File: config.mk
export PLATFORM = sky130hd
export DESIGN_NAME = restoring_divider_flat
export DESIGN_NICKNAME = d
export VERILOG_FILES = /design/src/rtl/restoring_divider_if.sv /design/src/rtl/restoring_divider.sv /design/src/flat_wrapper.sv
export SDC_FILE = /design/constraint.sdc
export NUM_CORES = 1
export LEC_CHECK = 0
export CELL_PAD_IN_SITES_DETAIL_PLACEMENT = 1
export CELL_PAD_IN_SITES_GLOBAL_PLACEMENT = 1
export CORE_UTILIZATION = 40
export CTS_CLUSTER_SIZE = 40
export DETAILED_ROUTE_END_ITERATION = 8
export PLACE_DENSITY = 0.84
export SYNTH_ARGS = -nofsm -noshare
export SYNTH_HDL_FRONTEND = slang
export SYNTH_SLANG_ARGS = --single-unit
File: constraint.sdc
create_clock -name clk -period 2.6 [get_ports clk]
set_input_delay 0.78 -clock clk [delete_from_list [all_inputs] [get_ports clk]]
set_output_delay 0.78 -clock clk [all_outputs]
set_load 0.02 [all_outputs]
File: src/rtl/restoring_divider_if.sv
// Operand/result handshake bundle for the restoring divider.
// The master issues operands and accepts results; the slave is the divider.
interface restoring_divider_if #(
  parameter int unsigned WIDTH = 4
) ();
  logic             in_valid;
  logic             in_ready;
  logic [WIDTH-1:0] dividend;
  logic [WIDTH-1:0] divisor;
  logic             out_valid;
  logic             out_ready;
  logic [WIDTH-1:0] quotient;
  logic [WIDTH-1:0] remainder;
  logic             div_by_zero;

  modport master (
    output in_valid, dividend, divisor, out_ready,
    input  in_ready, out_valid, quotient, remainder, div_by_zero
  );

  modport slave (
    input  in_valid, dividend, divisor, out_ready,
    output in_ready, out_valid, quotient, remainder, div_by_zero
  );
endinterface

File: src/rtl/restoring_divider.sv
// Iterative unsigned restoring divider: one quotient bit per clock, MSB first,
// with valid/ready handshakes on both the operand and the result side.
module restoring_divider #(
  parameter int unsigned WIDTH = 4
) (
  input  logic                clk,
  input  logic                rst_n,
  restoring_divider_if.slave  bus
);

  localparam int unsigned CW = $clog2(WIDTH);

  localparam logic [1:0] S_IDLE = 2'd0;
  localparam logic [1:0] S_CALC = 2'd1;
  localparam logic [1:0] S_DONE = 2'd2;

  logic [1:0]       state_q, state_d;
  // Dividend bits shift out at the MSB while quotient bits shift in at the LSB.
  logic [WIDTH-1:0] dq_q, dq_d;
  logic [WIDTH-1:0] dvs_q, dvs_d;
  // A settled partial remainder is always below the divisor, so WIDTH bits hold it.
  logic [WIDTH-1:0] rem_q, rem_d;
  logic [CW-1:0]    cnt_q, cnt_d;
  logic [WIDTH-1:0] quo_out_q, quo_out_d;
  logic [WIDTH-1:0] rem_out_q, rem_out_d;
  logic             dbz_q, dbz_d;

  logic [WIDTH:0]   r_shift;
  logic [WIDTH:0]   trial;
  logic             borrow;
  logic [WIDTH-1:0] rem_step;
  logic [WIDTH-1:0] dq_step;

  // Trial subtraction at WIDTH+1 bits; its sign bit is the borrow.
  assign r_shift  = {rem_q, dq_q[WIDTH-1]};
  assign trial    = r_shift - {1'b0, dvs_q};
  assign borrow   = trial[WIDTH];
  assign rem_step = borrow ? r_shift[WIDTH-1:0] : trial[WIDTH-1:0];
  assign dq_step  = {dq_q[WIDTH-2:0], ~borrow};

  always_comb begin
    state_d   = state_q;
    dq_d      = dq_q;
    dvs_d     = dvs_q;
    rem_d     = rem_q;
    cnt_d     = cnt_q;
    quo_out_d = quo_out_q;
    rem_out_d = rem_out_q;
    dbz_d     = dbz_q;

    case (state_q)
      S_IDLE: begin
        if (bus.in_valid) begin
          dq_d  = bus.dividend;
          dvs_d = bus.divisor;
          rem_d = '0;
          if (bus.divisor == '0) begin
            state_d   = S_DONE;
            quo_out_d = '1;
            rem_out_d = bus.dividend;
            dbz_d     = 1'b1;
          end else begin
            state_d = S_CALC;
            cnt_d   = CW'(WIDTH - 1);
          end
        end
      end
      S_CALC: begin
        dq_d  = dq_step;
        rem_d = rem_step;
        if (cnt_q == '0) begin
          state_d   = S_DONE;
          quo_out_d = dq_step;
          rem_out_d = rem_step;
          dbz_d     = 1'b0;
        end else begin
          cnt_d = cnt_q - CW'(1);
        end
      end
      S_DONE: begin
        if (bus.out_ready) begin
          state_d = S_IDLE;
        end
      end
      default: state_d = S_IDLE;
    endcase
  end

  always_ff @(posedge clk or negedge rst_n) begin
    if (!rst_n) begin
      state_q   <= S_IDLE;
      dq_q      <= '0;
      dvs_q     <= '0;
      rem_q     <= '0;
      cnt_q     <= '0;
      quo_out_q <= '0;
      rem_out_q <= '0;
      dbz_q     <= 1'b0;
    end else begin
      state_q   <= state_d;
      dq_q      <= dq_d;
      dvs_q     <= dvs_d;
      rem_q     <= rem_d;
      cnt_q     <= cnt_d;
      quo_out_q <= quo_out_d;
      rem_out_q <= rem_out_d;
      dbz_q     <= dbz_d;
    end
  end

  assign bus.in_ready    = (state_q == S_IDLE);
  assign bus.out_valid   = (state_q == S_DONE);
  assign bus.quotient    = quo_out_q;
  assign bus.remainder   = rem_out_q;
  assign bus.div_by_zero = dbz_q;

endmodule

File: src/flat_wrapper.sv
// flat-port wrapper written by rule: the top's interface ports become plain ports
module restoring_divider_flat 
#(
  parameter int unsigned WIDTH = 4
)
  (clk, rst_n, bus_in_valid, bus_dividend, bus_divisor, bus_out_ready, bus_in_ready, bus_out_valid, bus_quotient, bus_remainder, bus_div_by_zero);
  restoring_divider_if #(.WIDTH(WIDTH)) bus_i ();
  input  logic clk;
  input  logic rst_n;
  input wire logic [$bits(bus_i.in_valid)-1:0] bus_in_valid;
  input wire logic [$bits(bus_i.dividend)-1:0] bus_dividend;
  input wire logic [$bits(bus_i.divisor)-1:0] bus_divisor;
  input wire logic [$bits(bus_i.out_ready)-1:0] bus_out_ready;
  output wire logic [$bits(bus_i.in_ready)-1:0] bus_in_ready;
  output wire logic [$bits(bus_i.out_valid)-1:0] bus_out_valid;
  output wire logic [$bits(bus_i.quotient)-1:0] bus_quotient;
  output wire logic [$bits(bus_i.remainder)-1:0] bus_remainder;
  output wire logic [$bits(bus_i.div_by_zero)-1:0] bus_div_by_zero;
  assign bus_i.in_valid = bus_in_valid;
  assign bus_i.dividend = bus_dividend;
  assign bus_i.divisor = bus_divisor;
  assign bus_i.out_ready = bus_out_ready;
  assign bus_in_ready = bus_i.in_ready;
  assign bus_out_valid = bus_i.out_valid;
  assign bus_quotient = bus_i.quotient;
  assign bus_remainder = bus_i.remainder;
  assign bus_div_by_zero = bus_i.div_by_zero;
  restoring_divider #(.WIDTH(WIDTH)) u_core (.clk(clk), .rst_n(rst_n), .bus(bus_i));
endmodule
==> summary.txt <==
Outcome: completed
Clock power frac: 7.9%
Worst-margin pin slew: 0.518 ns
VDD IR max: 0.706 mV
Die area: 0.00369 sq mm
Skew final: 0.0116 ns
Cells after Synth: 142
Reg area: 626 sq um
Number of clock sinks: 25
Global-route wire length before repair: 5.82 mm
Flop pwr share: 31.6%
Number of buffers created by CTS: 3
Max-Cap Viols: 0
Register bit total from synthesis: 25
Yosys warns: 0
GRT Overall Usage: 22.0%
Fmax achieved: 417 MHz
Fraction of layout cells with a size suffix above 1: 8.43%
Hold buffer count at cts: 0
Dpl hpwl: 2.61 mm
Pwr Total: 2.40 mW
Total Nets Final: 185
ANT nets after route: 0
Switch Pwr: 1.12 mW
Std cell rows: 20
Critical setup path kind: flop to primary output
Pint: 1.28 mW
Final hold violations: 0
Post-CTS Setup Bufs: 0
Avg Inst Size Synth: 9.72 sq um
DRC viols: 0
Pins Over Slew Limit: 0
Area Overhead vs Synth: 21.4%
Headroom to the max-slew limit: 65.5%
RSZ-0062 raised after global routing: no
Clock Latency Late Sink: 0.33 ns
Syn Nets: 160
Initial drt markers: 33
Final worst-path cycle share: 92.2%
Routability cong.: 0.794
Data arrival time of the worst path: 1.62 ns
Layout fillers: 390
Area of the multi-input gates: 681 sq um
Die Span Y: 60.7 um
CP endpoint kind: primary output
Sw frac: 46.8%
Most common cell after layout, fill and taps aside: dfrtp_1
Vias per std cell: 5.40
CTS tree: done
CTS resizes: 0
IO buf count: 22
CP Data Required Time: 1.82 ns
Number of synthesized flops with an enable pin: 0
Crit start category: flop
Root buf cell: clkbuf_4
Most frequent cells in the layout: dfrtp_1 (25), clkdlybuf4s50_1 (22), nor2_1 (14)
Largest net degree at the start of global routing: 26
Total grt overflow: 0
Worst-path fanout max: 7
Hold Path Class: flop to flop
Area of the core: 0.00315 sq mm
Final min period: 2.40 ns
Clock buffer depth: 2
P_leak: 0.740 nW
Router iterations before antenna repair: 4
Antenna diodes: 0
Post-synth cell types: 39
H-tree Lvls: 1
Via count: 1135
Pwr dens: 1430 mW/mm^2
Vias in the first global route: 1187
Ys flop type: dfrtp_1
DRT Wirelength: 3.46 mm
I/O pins: 23
Core Util, Final: 53.1%
Async SR Flop Fraction: 100%
Initial Util: 43.8%
Initial antenna violation count: 0
Wirelength per Cell: 16.5 um
Synthesized cell area: 0.00138 sq mm
Sequential fraction of the synthesis area: 45.3%
Setup TNS: 0 ns
Combinational share of power: 60.5%
Worst-path clk slew: 0.16 ns
# setup viols final: 0
Die width: 60.7 um
==> critical path, cell delays in order, from the launching register on <==
cell and delay [ns]:
dfrtp_1 0.46, nor2b_1 0.20, clkdlybuf4s50_1 0.62
==> logic make-up (layout without fill, tap and decap cells) <==
group,after synthesis,count (layout),synth area share (%)
adder cells (fa/ha/maj),6,6,5.98
flip-flops,25,25,45.3
buffers and inverters,15,39,5.35
AND/OR/NAND/NOR,51,51,18.5
AO/OA/AOI/OAI,37,37,19.3
multiplexers,4,4,2.99
XOR/XNOR,4,4,2.54
==> power by group through the flow <==
stage / combinational (mW) / clock, mW / sequential, mW
floorplan: 0.957 / 0 / 0.788
global placement: 1.36 / 0 / 0.746
detailed placement: 1.45 / 0 / 0.764
CTS: 1.46 / 0.194 / 0.755
global route: 1.60 / 0.205 / 0.786
finish: 1.45 / 0.190 / 0.756
==> cell type report <==
class	count	area share, %
Multi-Input combinational cell	102	40.6
Sequential cell	25	37.3
Timing Repair Buffer	26	14.9
Tap cell	44	3.29
Inverter	9	2.02
Clock buffer	3	1.34
Clock inverter	1	0.448
==> synthesized netlist by cell type, drive strengths merged (3+ instances only) <==
cell type  instances  area share [%]
dfrtp             25              45
nor2              15             4.3
nand2             13             3.5
o21ai             12             5.2
a21oi             11             5.1
inv                9             2.4
nand2b             6             2.7
ha                 5             4.5
buf                4             2.4
nand3              4             1.5
o22a               4             2.5
and3               3             1.4
mux2i              3             2.2
==> per-layer routing <==
layer  GRT usage (%)  wire [um]  vias up
li1                -          -      537
met1            29.0       1510      566
met2            37.2       1790       24
met3            2.35        106        8
met4            8.44         61        0
met5               0          0        -
==> through the flow <==
stage | std cells | setup WS (ns) | hold WS, ns | area (sq um)
floorplan | 142 | 0.605 | 0.440 | 1380
global placement | 206 | 0.119 | 0.453 | 1650
detailed placement | 206 | 0.0432 | 0.479 | 1650
CTS | 210 | 0.184 | 0.503 | 1680
global route | 210 | 0.116 | 0.521 | 1680
finish | 210 | 0.204 | 0.495 | 1680
==> sequential cells by signal, indices dropped and copies added (netlist names) <==
signal	cells
u_core.bus.quotient	4
u_core.rem_q	4
u_core.dvs_q	4
u_core.cnt_q	2
u_core.dq_q	4
u_core.bus.div_by_zero	1
u_core.bus.remainder	4
u_core.state_q	2
==> final timing paths <==
kind	from	end	slack, ns	cells after the start
min reg2reg	u_core.cnt_q[0]	u_core.cnt_q[0]	0.50	1
max	u_core.state_q[1]	bus_out_valid	0.20	2
min	u_core.cnt_q[0]	u_core.cnt_q[0]	0.50	1
max in group asynchronous	rst_n	u_core.cnt_q[0]	1.55	2
max reg2reg	u_core.dq_q[3]	u_core.bus.remainder[2]	0.39	8
min in group asynchronous	rst_n	u_core.rem_q[1]	0.79	2
No activity file was read; power rests on OpenSTA's default activity.
